===== src/rtl/mem_arbiter.sv =====
// Shares one RAM port between instruction fetch and data access. Data has priority,
// bounded by a streak limiter so a pending fetch still progresses; hung accesses time out.
module mem_arbiter #(
   parameter int WORD_W      = 32,
   parameter int ADDR_W      = 32,
   parameter int MAX_DSTREAK = 4,
   parameter int TIMEOUT     = 64
) (
   input  logic              CLK,
   input  logic              RST,
   input  logic              iREN,
   input  logic [ADDR_W-1:0] iaddr,
   output logic              iwait,
   output logic [WORD_W-1:0] iload,
   input  logic              dREN,
   input  logic              dWEN,
   input  logic [ADDR_W-1:0] daddr,
   input  logic [WORD_W-1:0] dstore,
   output logic              dwait,
   output logic [WORD_W-1:0] dload,
   output logic              ramREN,
   output logic              ramWEN,
   output logic [ADDR_W-1:0] ramaddr,
   output logic [WORD_W-1:0] ramstore,
   input  logic [WORD_W-1:0] ramload,
   input  logic              ramready,
   output logic              ram_err
);
   localparam int SW = $clog2(MAX_DSTREAK + 1);
   localparam int CW = $clog2(TIMEOUT + 1);
   localparam logic [WORD_W-1:0] ABORT_WORD = WORD_W'(32'hBAD1BAD1);

   typedef enum logic [2:0] {IDLE, BUSY_I, BUSY_D, RESP_I, RESP_D} state_t;

   state_t        state, state_nxt;
   logic [SW-1:0] dstreak;
   logic [CW-1:0] busy_cnt;
   logic          dreq, grant_d, grant_i, expire;

   assign dreq    = dREN | dWEN;
   assign grant_d = dreq & ~(iREN & (dstreak == SW'(MAX_DSTREAK)));
   assign grant_i = ~grant_d & iREN;
   // last permitted BUSY cycle passing without ramready
   assign expire  = ~ramready & (busy_cnt == CW'(TIMEOUT - 1));

   always_ff @(posedge CLK) begin
      if (RST) state <= IDLE;
      else     state <= state_nxt;
   end

   always_comb begin
      state_nxt = state;
      case (state)
         IDLE: begin
            if (grant_d)      state_nxt = BUSY_D;
            else if (grant_i) state_nxt = BUSY_I;
         end
         BUSY_I:  if (ramready | expire) state_nxt = RESP_I;
         BUSY_D:  if (ramready | expire) state_nxt = RESP_D;
         RESP_I:  state_nxt = IDLE;
         RESP_D:  state_nxt = IDLE;
         default: state_nxt = IDLE;
      endcase
      iwait = iREN & (state != RESP_I);
      dwait = dreq & (state != RESP_D);
   end

   // Strobes are registered so they stay flat for the whole BUSY interval;
   // ramREN doubles as the latched read/write op.
   always_ff @(posedge CLK) begin
      if (RST) begin
         iload    <= '0;
         dload    <= '0;
         ramREN   <= 1'b0;
         ramWEN   <= 1'b0;
         ramaddr  <= '0;
         ramstore <= '0;
         dstreak  <= '0;
         busy_cnt <= '0;
         ram_err  <= 1'b0;
      end else begin
         case (state)
            IDLE: begin
               if (grant_d) begin
                  ramaddr  <= daddr;
                  ramstore <= dstore;
                  ramWEN   <= dWEN;
                  ramREN   <= ~dWEN;
                  busy_cnt <= '0;
                  if (!iREN)                               dstreak <= '0;
                  else if (dstreak != SW'(MAX_DSTREAK))    dstreak <= dstreak + SW'(1);
               end else if (grant_i) begin
                  ramaddr  <= iaddr;
                  ramREN   <= 1'b1;
                  ramWEN   <= 1'b0;
                  busy_cnt <= '0;
                  dstreak  <= '0;
               end
            end
            BUSY_I: begin
               if (ramready) begin
                  iload  <= ramload;
                  ramREN <= 1'b0;
                  ramWEN <= 1'b0;
               end else if (expire) begin
                  iload   <= ABORT_WORD;
                  ram_err <= 1'b1;
                  ramREN  <= 1'b0;
                  ramWEN  <= 1'b0;
               end else begin
                  busy_cnt <= busy_cnt + CW'(1);
               end
            end
            BUSY_D: begin
               if (ramready) begin
                  if (ramREN) dload <= ramload;
                  ramREN <= 1'b0;
                  ramWEN <= 1'b0;
               end else if (expire) begin
                  dload   <= ABORT_WORD;
                  ram_err <= 1'b1;
                  ramREN  <= 1'b0;
                  ramWEN  <= 1'b0;
               end else begin
                  busy_cnt <= busy_cnt + CW'(1);
               end
            end
            default: ;
         endcase
      end
   end
endmodule


===== config.mk =====
export PLATFORM = sky130hd
export DESIGN_NAME = mem_arbiter
export DESIGN_NICKNAME = d
export VERILOG_FILES = /design/src/rtl/mem_arbiter.sv
export SDC_FILE = /design/constraint.sdc
export NUM_CORES = 1
export LEC_CHECK = 0
export ABC_AREA = 1
export CORE_MARGIN = 2
export CORE_UTILIZATION = 45
export CTS_CLUSTER_SIZE = 10
export DETAILED_ROUTE_END_ITERATION = 10
export GPL_TIMING_DRIVEN = 0
export PLACE_DENSITY = 0.86
export SETUP_SLACK_MARGIN = 0.3
export SLEW_MARGIN = 30
export SYNTH_ARGS = -nofsm -noshare
export SYNTH_HDL_FRONTEND = slang
export SYNTH_SLANG_ARGS = --single-unit

===== constraint.sdc =====
create_clock -name CLK -period 3.5 [get_ports CLK]
set_clock_uncertainty 0.05 [all_clocks]
set_input_delay 0.35 -clock CLK [delete_from_list [all_inputs] [get_ports CLK]]
set_output_delay 0.35 -clock CLK [all_outputs]
set_load 0.05 [all_outputs]

=== Word-level counts from Yosys, hierarchy flattened ===
Cells that the tools add are included.

* $add $sub $neg: 2
* Equal/unequal tests: 15
* Mux-type cells: 28
* Bitwise logic cells: 12
* Reductions and logical operators: 14

{| class="wikitable"
|+ Operators by type and width
! kind !! number
|-
| two-way mux 32 bit || 6
|-
| two-way mux 7 bit || 4
|-
| two-way mux 3 bit || 8
|-
| AND reduction 3 bit || 5
|-
| one-hot mux 7 bit (2 select lines) || 1
|-
| inequality test 2 bit (second input constant) || 5
|-
| inequality test 3 bit (second input constant) || 3
|-
| one-hot mux 3 bit (3 select lines) || 1
|-
| adder 7 x 1 -> 7 bit (second input constant) || 1
|-
| == test 7 x 6 -> 1 bit (second input constant) || 1
|-
| AND 1 bit || 6
|-
| two-way mux 1 bit || 6
|-
| inequality test 3 x 2 -> 1 bit (second input constant) || 2
|-
| AND reduction 2 bit || 3
|-
| nonzero test 2 bit || 3
|-
| NOT 1 bit || 4
|-
| one-hot mux 1 bit (2 select lines) || 2
|-
| AND reduction 4 bit || 1
|-
| adder 3 x 1 -> 3 bit (second input constant) || 1
|-
| == test 3 x 1 -> 1 bit (second input constant) || 1
|-
| == test 3 x 2 -> 1 bit (second input constant) || 1
|-
| == test 3 bit (second input constant) || 1
|-
| logical NOT 3 bit || 1
|-
| inequality test 3 x 1 -> 1 bit (second input constant) || 1
|-
| other kinds (2) || 3
|}

* Register bits after elaboration: 144
* Input port bits: 134
* Output and inout port bits: 133

=== Logic depth before layout (Yosys ltp) ===
Gate-level depths: netlist (run 1).

* Depth after elaboration: 9
* Gate-level depth with buffers: 10
* Gate-level depth less buffers: 10

=== Least setup slack after synthesis (run 1) ===
OpenSTA, ideal clock, no wires.

* Path type: register to output
* From: register state[0]
* To: output port dwait
* Arrival time: 1.308 ns
* Data required time: 3.100 ns
* Slack: 1.792 ns
* Stages on the path, launching flop included: 3
* Path buffers: 0
* Path through: dfxtp_1 -> inv_1 -> a31oi_1

* Cells in the longest elaborated chain, start to end: 2

{| class="wikitable"
|+ RTL lines
! element !! RTL line !! source
|-
| from (decl) || 35 || <nowiki>state_t state, state_nxt;</nowiki>
|-
| from (signal assigned) || 48 || <nowiki>else state <= state_nxt;</nowiki>
|-
| inequality test 3 bit || 65 || <nowiki>dwait = dreq & (state != RESP_D);</nowiki>
|-
| AND 1 bit || 65 ||
|-
| to (decl) || 19 || <nowiki>output logic dwait,</nowiki>
|}

Every way passes these cells.

=== Final worst setup path (run 1) ===
* From: input port dWEN
* To: output port dwait

* Cells in the longest elaborated chain, start to end: 2

{| class="wikitable"
|+ RTL lines
! element !! RTL line !! source
|-
| from (decl) || 16 || <nowiki>input logic dWEN,</nowiki>
|-
| bitwise OR 1 bit || 40 || <nowiki>assign dreq = dREN | dWEN;</nowiki>
|-
| AND 1 bit || 65 ||
|}

Every way passes these cells.

==> flow_metrics.py, run 1 <==
metrics = {
    "critical_path": {
        "cpMostUsedCell": "clkdlybuf4s50_1",
        "crit_path_end_kind": "output pin",
        "worstSetupPathType": "primary input to output pin",
        "crit_required_ns": 3.10,
        "critical-path-slowest-cell": "clkdlybuf4s50_1",
        "path_delay_family": "buffers and inverters",
        "critical_path_arrival_ns": 2.08,
        "cp-start-kind": "primary input",
        "critical_path.max_stage_delay_ns": 0.87,
        "worstPathCellList": "clkdlybuf4s50_1 > nor2_1 > a31oi_1 > clkdlybuf4s50_1",
        "critPathMaxFanout": 3,
        "critPathBufInv": 2,
    },
    "synth": {
        "avgSynthCellArea_um2": 7.47,
        "ys_ff_latch": 144,
        "ys_warn_count": 0,
        "syn_inst": 786,
        "yosys.area.top_type": "dfxtp_1",
        "syn_nets": 923,
        "synth_top_area_share_pct": 49.1,
        "ys_seq_area_share_pct": 49.1,
        "synth.area.top_cells": "dfxtp_1 49%, a21oi_1 12%, nand2_1 8.9%",
        "syn_area_mm2": 0.00587,
        "yosysUniqueCellTypes": 27,
    },
    "placed_design": {
        "dpl.hpwl_mm": 14.6,
        "gp_congestion": 0.859,
        "dp.cells": 1224,
        "port_buffers": 266,
        "pre_cts_ws_ns": 1.05,
    },
    "power": {
        "p_sw_share_pct": 44.5,
        "cellPowerDensity_mw_per_mm2": 868,
        "power_switching_mw": 3.60,
        "p_seq_share_pct": 28.4,
        "ir_worst_vdd_uv": 571,
        "p_leak_nw": 3.75,
        "comb_power_share_pct": 49.0,
        "finalPower_mw": 8.10,
        "p_clk_share_pct": 22.5,
        "intPower_mw": 4.50,
    },
    "worst_hold_path": {
        "min_path_type": "flop to flop",
    },
    "cells_and_area": {
        "stdcell_count": 1255,
        "fillCellCount": 996,
        "antenna_cells": 0,
        "final_nets": 1208,
        "areaGrowthSynthToFinish_pct": 59.0,
        "utilization_pct": 73.7,
        "final_cell_mix": "266 x clkdlybuf4s50_1, 144 x dfxtp_1, 139 x nand2_1, 139 x a21oi_1, 94 x nor2_1",
        "drive_gt1_share_pct": 8.77,
        "mostFrequentLayoutCell": "clkdlybuf4s50_1",
    },
    "grt": {
        "grt_start_max_net_pins": 17,
        "grt_usage_pct": 27.7,
        "antenna_found_initial": 0,
        "grt_pass1_wl_mm": 30.7,
        "overflow": 0,
        "grt_pass1_vias": 6065,
    },
    "timing": {
        "max_slew.worst_pin.slew_ns": 0.576,
        "tns_ns": 0,
        "finalHoldViolations": 0,
        "min_period_ns": 2.48,
        "slew_headroom_pct": 61.5,
        "fmax_mhz": 403,
        "finalCritPeriodShare_pct": 70.9,
        "drv_slew": 0,
        "rsz0062_at_grt": "no",
        "setup_viol": 0,
        "setup_ws_ns": 1.02,
    },
    "detailed_routing": {
        "wire_per_inst_um": 15.6,
        "viasPerCell": 5.07,
        "vias": 6362,
        "finalWirelength_mm": 19.6,
        "drtAntennaViolNets": 0,
        "dr.pass1.iters": 5,
        "first_iter_violations": 389,
        "drc": 0,
    },
    "clock_tree": {
        "cts_resized": 0,
        "clockBufferDepth": 2,
        "clk_latency_ns": 0.42,
        "cts_tree": "done",
        "clk_pin_slew_ns": 0.06,
        "cts_buffers": 17,
        "cts_setup_buffers": 0,
        "htreeDepth": 4,
        "holdBufCountCts": 0,
        "root_buffer": "clkbuf_16",
        "clock_sinks": 144,
    },
    "floorplan": {
        "fp-row-count": 41,
        "io_pins": 267,
        "initial_core_util_pct": 46.3,
        "die_area_mm2": 0.0140,
        "core-area_mm2": 0.0127,
        "dieHeight_um": 118,
        "chipWidth_um": 118,
    },
    "outcome": {
        "status": "finished, final reports clean",
    },
    "job": {
        "cap_violations": 0,
    },
}
-- cell families after synthesis --
group | synth area share, %
AOI/OAI and AO/OA | 21.3
xor gates and xnor gates | 0.298
adders and majority gates | 0.640
buffers and inverters | 8.19
DFF | 49.1
and+or+nand+nor | 20.5
-- synthesized netlist by cell type --
library cell    n
ha_1            3
inv_1          50
o21ai_0        93
nor2_2          3
dfxtp_1       144
o21ai_1         9
or2_2          18
nand2_2         5
buf_4           6
a31oi_1         2
nor2_4          1
nand4_1         1
inv_2           7
o21bai_1        2
o21ai_4         1
nand3_1        17
buf_6           5
nand3_2         1
clkbuf_1       24
nand2_4         4
nor2_1         94
xor2_1          1
buf_2          15
nor4_1          1
nand2_1       139
xnor2_1         1
a21oi_1       139
-- sequential cells by signal, indices dropped and copies added (netlist names) --
name and count:
dload 32, iload 32, ramaddr 32, ramstore 32, busy_cnt 7, dstreak 3, state 3, ramREN 1
ramWEN 1, ram_err 1
-- final cells by class --
type	count	area, µm²	area share (%)
sequential	144	2880	30.9
timing repair buffer	266	2660	28.5
multi-input combinational	535	2510	26.8
clock buffer	20	447	4.79
buffer	50	267	2.86
tap	172	215	2.31
inverter	57	214	2.29
clock inverter	11	140	1.50
-- stage by stage --
stage	hold slack, ns	instance area (µm²)
detailed placement	0.389	8750
floorplan	0.411	5870
global route	0.412	9330
CTS	0.398	9330
global placement	0.386	8750
finish	0.396	9330
-- worst paths after layout --
kind,cells after the start,startpoint,end,slack (ns)
max,4,dWEN,dwait,1.02
max reg2reg,10,dstreak[0],ramstore[27],1.52
min,2,iload[15],iload[15],0.40
min reg2reg,2,iload[15],iload[15],0.40
-- worst min-delay path, cell delays in order, from the launching register on --
cell and delay [ns]:
dfxtp_1 0.31, inv_1 0.04, a21oi_1 0.05
-- metal layers --
metal	part of all wire, %	track usage, %	up-vias	wire (µm)
met1	39	31.5	2910	7720
met3	10	10.1	34	2000
met2	48	46.8	288	9400
met4	2.6	11.3	0	519
met5	0	0	-	0
li1	-	-	3130	-
-- power by group through the flow --
stage	registers, mW	clock network [mW]	logic, mW
floorplan	3.70	0	1.23
finish	2.30	1.82	3.97
CTS	2.30	1.84	3.98
global route	2.36	1.92	4.22
global placement	2.31	0	3.91
detailed placement	2.33	0	3.95
Note: power is estimated with default switching activity, not from simulation.
==> inputs of run 2 (changes only) <==
--- a/config.mk
+++ b/config.mk
@@ -7,11 +7,11 @@
 export LEC_CHECK = 0
 export ABC_AREA = 1
 export CORE_MARGIN = 2
-export CORE_UTILIZATION = 45
+export CORE_UTILIZATION = 38
 export CTS_CLUSTER_SIZE = 10
 export DETAILED_ROUTE_END_ITERATION = 10
 export GPL_TIMING_DRIVEN = 0
-export PLACE_DENSITY = 0.86
+export PLACE_DENSITY = 0.77
 export SETUP_SLACK_MARGIN = 0.3
 export SLEW_MARGIN = 30
 export SYNTH_ARGS = -nofsm -noshare
==> constraint.sdc (replaced) <==
create_clock -name CLK -period 2.2 [get_ports CLK]
set_clock_uncertainty 0.05 [all_clocks]
set_input_delay 0.22 -clock CLK [delete_from_list [all_inputs] [get_ports CLK]]
set_output_delay 0.22 -clock CLK [all_outputs]
set_load 0.05 [all_outputs]
==> flow_metrics.py, run 2 (synthesis results as in run 1) <==
metrics = {
    "outcome": {
        "status": "finished, final reports clean",
    },
    "critical_path": {
        "crit_path_end_kind": "output pin",
        "critPathBufInv": 1,
        "critPathMaxFanout": 2,
        "path_delay_family": "buffers and inverters",
        "crit_required_ns": 1.93,
        "critical_path_arrival_ns": 1.60,
        "critical-path-slowest-cell": "clkdlybuf4s50_1",
        "worstSetupPathType": "flop to output pin",
        "worstPathCellList": "clkdlybuf4s50_1",
        "cp-start-kind": "flop",
        "critical_path.max_stage_delay_ns": 0.82,
    },
    "power": {
        "intPower_mw": 7.20,
        "power_switching_mw": 5.76,
        "p_clk_share_pct": 23.1,
        "comb_power_share_pct": 48.6,
        "ir_worst_vdd_uv": 761,
        "p_sw_share_pct": 44.4,
        "p_seq_share_pct": 28.3,
        "cellPowerDensity_mw_per_mm2": 1370,
        "p_leak_nw": 4.08,
    },
    "cells_and_area": {
        "areaGrowthSynthToFinish_pct": 60.7,
        "finalInstanceArea_mm2": 0.00943,
        "mostFrequentLayoutCell": "clkdlybuf4s50_1",
        "fillCellCount": 1326,
        "final_cell_mix": "240 x clkdlybuf4s50_1, 144 x dfxtp_1, 139 x nand2_1, 139 x a21oi_1, 94 x nor2_1",
        "drive_gt1_share_pct": 9.23,
        "utilization_pct": 62.3,
        "antenna_cells": 0,
        "final_nets": 1208,
    },
    "detailed_routing": {
        "first_iter_violations": 321,
        "finalWirelength_mm": 20.0,
        "wire_per_inst_um": 15.7,
        "dr.pass1.iters": 5,
        "viasPerCell": 4.95,
        "drc": 0,
        "drtAntennaViolNets": 0,
        "vias": 6291,
    },
    "placed_design": {
        "gp_congestion": 0.846,
        "pre_cts_ws_ns": -0.00817,
        "dpl.hpwl_mm": 14.8,
        "port_buffers": 266,
        "place_area_mm2": 0.00877,
    },
    "job": {
        "cap_violations": 0,
    },
    "clock_tree": {
        "htreeDepth": 4,
        "clk_latency_ns": 0.42,
        "clockBufferDepth": 2,
        "root_buffer": "clkbuf_16",
        "cts_setup_buffers": 0,
        "clk_pin_slew_ns": 0.06,
        "cts_buffers": 17,
        "clock_sinks": 144,
        "cts_tree": "done",
    },
    "grt": {
        "grt_pass1_wl_mm": 30.8,
        "grt_usage_pct": 24.0,
        "overflow": 0,
        "antenna_found_initial": 0,
        "grt_start_max_net_pins": 17,
        "grt_pass1_vias": 6062,
    },
    "floorplan": {
        "core-area_mm2": 0.0151,
        "io_pins": 267,
        "chipWidth_um": 128,
        "fp-row-count": 45,
        "initial_core_util_pct": 38.8,
        "dieHeight_um": 128,
        "die_area_mm2": 0.0165,
    },
    "timing": {
        "setup_ws_ns": 0.329,
        "finalCritPeriodShare_pct": 85.0,
        "fmax_mhz": 535,
        "finalHoldViolations": 0,
        "tns_ns": 0,
        "max_slew.worst_pin.slew_ns": 0.584,
        "slew_headroom_pct": 61.0,
        "drv_slew": 0,
        "rsz0062_at_grt": "no",
        "setup_viol": 0,
        "fin_hold_ws_ns": 0.299,
        "min_period_ns": 1.87,
    },
    "worst_hold_path": {
        "min_path_type": "primary input to flop",
    },
}
## run 2: layer usage
metal,track usage (%),vias to the layer above,routed length (µm)
met5,0,-,0
met4,7.43,0,341
met3,10.0,21,2060
met2,40.6,274,9410
met1,27.5,2863,8140
li1,-,3133,-
## run 2: repair_timing
| action | in CTS | in global routing |
|---|---|---|
| hold buffers | 0 | 0 |
| resized for setup | 12 | 36 |
| endpoints found under the setup margin | 32 | 69 |
## run 2: per-stage QoR
stage | power (mW) | instances
finish | 13.0 | 1272
global route | 13.7 | 1272
CTS | 13.0 | 1272
detailed placement | 10.0 | 1240
global placement | 9.95 | 1240
floorplan | 7.85 | 786
## run 2: cell type report
| class | count | area, µm² | share of cell area [%] |
|---|---|---|---|
| clock buffers | 21 | 460 | 4.88 |
| multi-input cells | 535 | 2520 | 26.7 |
| flip-flops and latches | 144 | 2880 | 30.6 |
| inverters | 57 | 219 | 2.32 |
| plain buffers | 50 | 277 | 2.93 |
| repair buffers | 266 | 2690 | 28.5 |
| clock inverters | 11 | 154 | 1.63 |
| well taps | 188 | 235 | 2.49 |
## run 2: power by group through the flow
stage	Clock (mW)	Sequential (mW)	Combinational (mW)
after floorplan	0	5.89	1.96
after global placement	0	3.69	6.25
after detailed placement	0	3.72	6.29
after CTS	3.05	3.67	6.29
after global routing	3.18	3.74	6.77
final	3.00	3.67	6.30
## run 2: worst paths after layout
path	slack, ns	cells past startpoint	to	start
hold reg to reg	0.40	2	iload[27]	iload[27]
setup reg to reg	0.45	9	ramstore[11]	dstreak[1]
hold / removal	0.30	3	ramaddr[1]	daddr[1]
setup / recovery	0.33	1	iload[3]	iload[3]
==> edit (flow settings as in run 2) <==
Change the parameter `ADDR_W` from 32 to 64.
--- a/src/rtl/mem_arbiter.sv
+++ b/src/rtl/mem_arbiter.sv
@@ -4,3 +4,3 @@
    parameter int WORD_W      = 32,
-   parameter int ADDR_W      = 32,
+   parameter int ADDR_W      = 64,
    parameter int MAX_DSTREAK = 4,
Interface: changed (resized daddr, iaddr and ramaddr); port bits go from 267 to 363. The function was not compared with the original's and may differ.
==> edit against run 2 <==
Synthesized area grew 23%. Clock power shrank 2%. Design area grew 25%. Critical path type unchanged. Critical endpoint is now dload[6]. Total power grew 26%. Routed wire length grew 31%. Setup slack lost 0.0085 ns. Via count grew 25%. Sequential cell count grew 32. Largest power group unchanged. Die area grew 22%. Highest routed layer unchanged.
==> edit: results (changes against run 2) <==
* Status: completed (unchanged)
* Largest delay share family, worst path: buffers and inverters (unchanged)
* DP Area at 0.01113 mm² (was 0.008767 mm²)
* Hold Path Class: input port to flop (unchanged)
* Lkg Pwr at 5.202 nW (was 4.083 nW)
* Drt total wl at 26.09 mm (was 19.95 mm)
* PortBufs at 362 (was 266)
* Hold path cells at 3 (unchanged)
* Peak supply drop at 0.7807 mV (was 0.7606 mV)
* Post-synth net total at 1167 (was 923)
* TritonRoute pass-1 iters at 5 (unchanged)
* Synth unique cells at 29 (was 27)
* Detail Placement HPWL at 20.18 mm (was 14.80 mm)
* Avg Cell Area, Syn at 7.466 µm² (was 7.467 µm²)
* Max-Slew Margin vs Limit at 56.57% (was 61.02%)
* Worst-path clk slew at 0.07 ns
* Ys Warns at 0 (unchanged)
* Main synth FF type: dfxtp_1 (unchanged)
* Total GRT Usage at 25.18% (was 23.95%)
* Via count at 7853 (was 6291)
* Mapped cell area at 0.007212 mm² (was 0.005869 mm²)
* Post-CTS setup repair buffer count at 0 (unchanged)
* Worst EP arrival at 1.61 ns
* Dpl ws at -0.07907 ns (was -0.008174 ns)
* First-pass GRT wire length at 39.35 mm (was 30.79 mm)
* EDFF count, synth at 0 (unchanged)
* Vias in the first global route at 7330 (was 6062)
* Max-slew violations at 0 (unchanged)
* Top reg by flops: ramaddr
* Critical path peak fanout at 2 (unchanged)
* Starting DRC count in detailed routing at 321 (unchanged)
* Clk_lat worst skew at 0.42 ns (about the same)
* Synth cell count leaders: 203 x a21oi_1, 176 x dfxtp_1, 172 x nand2_1 (was 144 x dfxtp_1, 139 x a21oi_1, 139 x nand2_1)
* Layout Cells excl Fill at 1594 (was 1272)
* Gpl congestion at 0.8583 (was 0.8457)
* Fin nets at 1548 (was 1208)
* Synth area leaders: dfxtp_1 49%, a21oi_1 14%, nand2_1 9.0% (was dfxtp_1 49%, a21oi_1 12%, nand2_1 8.9%)
* Fillers at 1701 (was 1326)
* FMAX at 532.2 MHz (was 534.6 MHz)
* Num CTS Buffers at 17 (unchanged)
* CP max stage delay at 0.86 ns (was 0.82 ns)
* Antenna diodes at 0 (unchanged)
* Post-synthesis sequential area ratio at 48.85% (was 49.12%)
* Share of layout cells above drive strength 1 at 8.162% (was 9.225%)
* Max clock buf depth at 2 (unchanged)
## edit: cells by family after synthesis
family                   Yosys count  share of synthesized area [%]
XOR/XNOR                           2                         0.2429
flip-flops                       176                          48.85
AO/OA/AOI/OAI                    342                          23.99
AND/OR/NAND/NOR                  316                          18.08
buffers and inverters            127                          8.310
adder cells (fa/ha/maj)            3                         0.5205
## edit: layout make-up
cell class / instances / area (µm²) / area share (%)
Buffer: 70 / 394.1 / 3.352
Inverter: 57 / 216.5 / 1.841
Sequential cell: 176 / 3523 / 29.96
Tap cell: 234 / 292.8 / 2.490
Multi-Input combinational cell: 663 / 3089 / 26.27
Timing Repair Buffer: 362 / 3679 / 31.28
Clock inverter: 12 / 107.6 / 0.9151
Clock buffer: 20 / 456.7 / 3.884
## edit: through the flow
stage,util (%),setup TNS [ns]
3_3_place_gp,59.69,-0.1494
6_report,63.07,0
4_1_cts,62.64,0
2_1_floorplan,-,0
3_5_place_dp,59.69,-0.8748
5_1_grt,63.07,0
## edit: layer usage
layer	GRT usage, %	share of wire, %
met5	0	0
met3	7.155	7.0
met4	9.316	2.5
met1	29.46	41
met2	43.89	50
## edit: path summary, 6_finish.rpt
check,from,end,slack [ns]
setup / recovery,dload[6],dload[6],0.32
hold / removal,daddr[17],ramaddr[17],0.29
setup reg to reg,dstreak[0],ramaddr[44],0.45
hold reg to reg,iload[28],iload[28],0.40
## edit: power breakdown
part           leakage [nW]  internal [mW]  switching [mW]  total [mW]
clock                 0.273           1.63            1.32        2.94
sequential             1.45           4.13           0.471        4.60
combinational          3.48           2.88            5.87        8.75
## edit: timing repair
item / in CTS / in global routing
gates resized for setup: 13 / 45
setup endpoints to repair: 12 / 79
endpoints found under the hold margin: 0 / 0
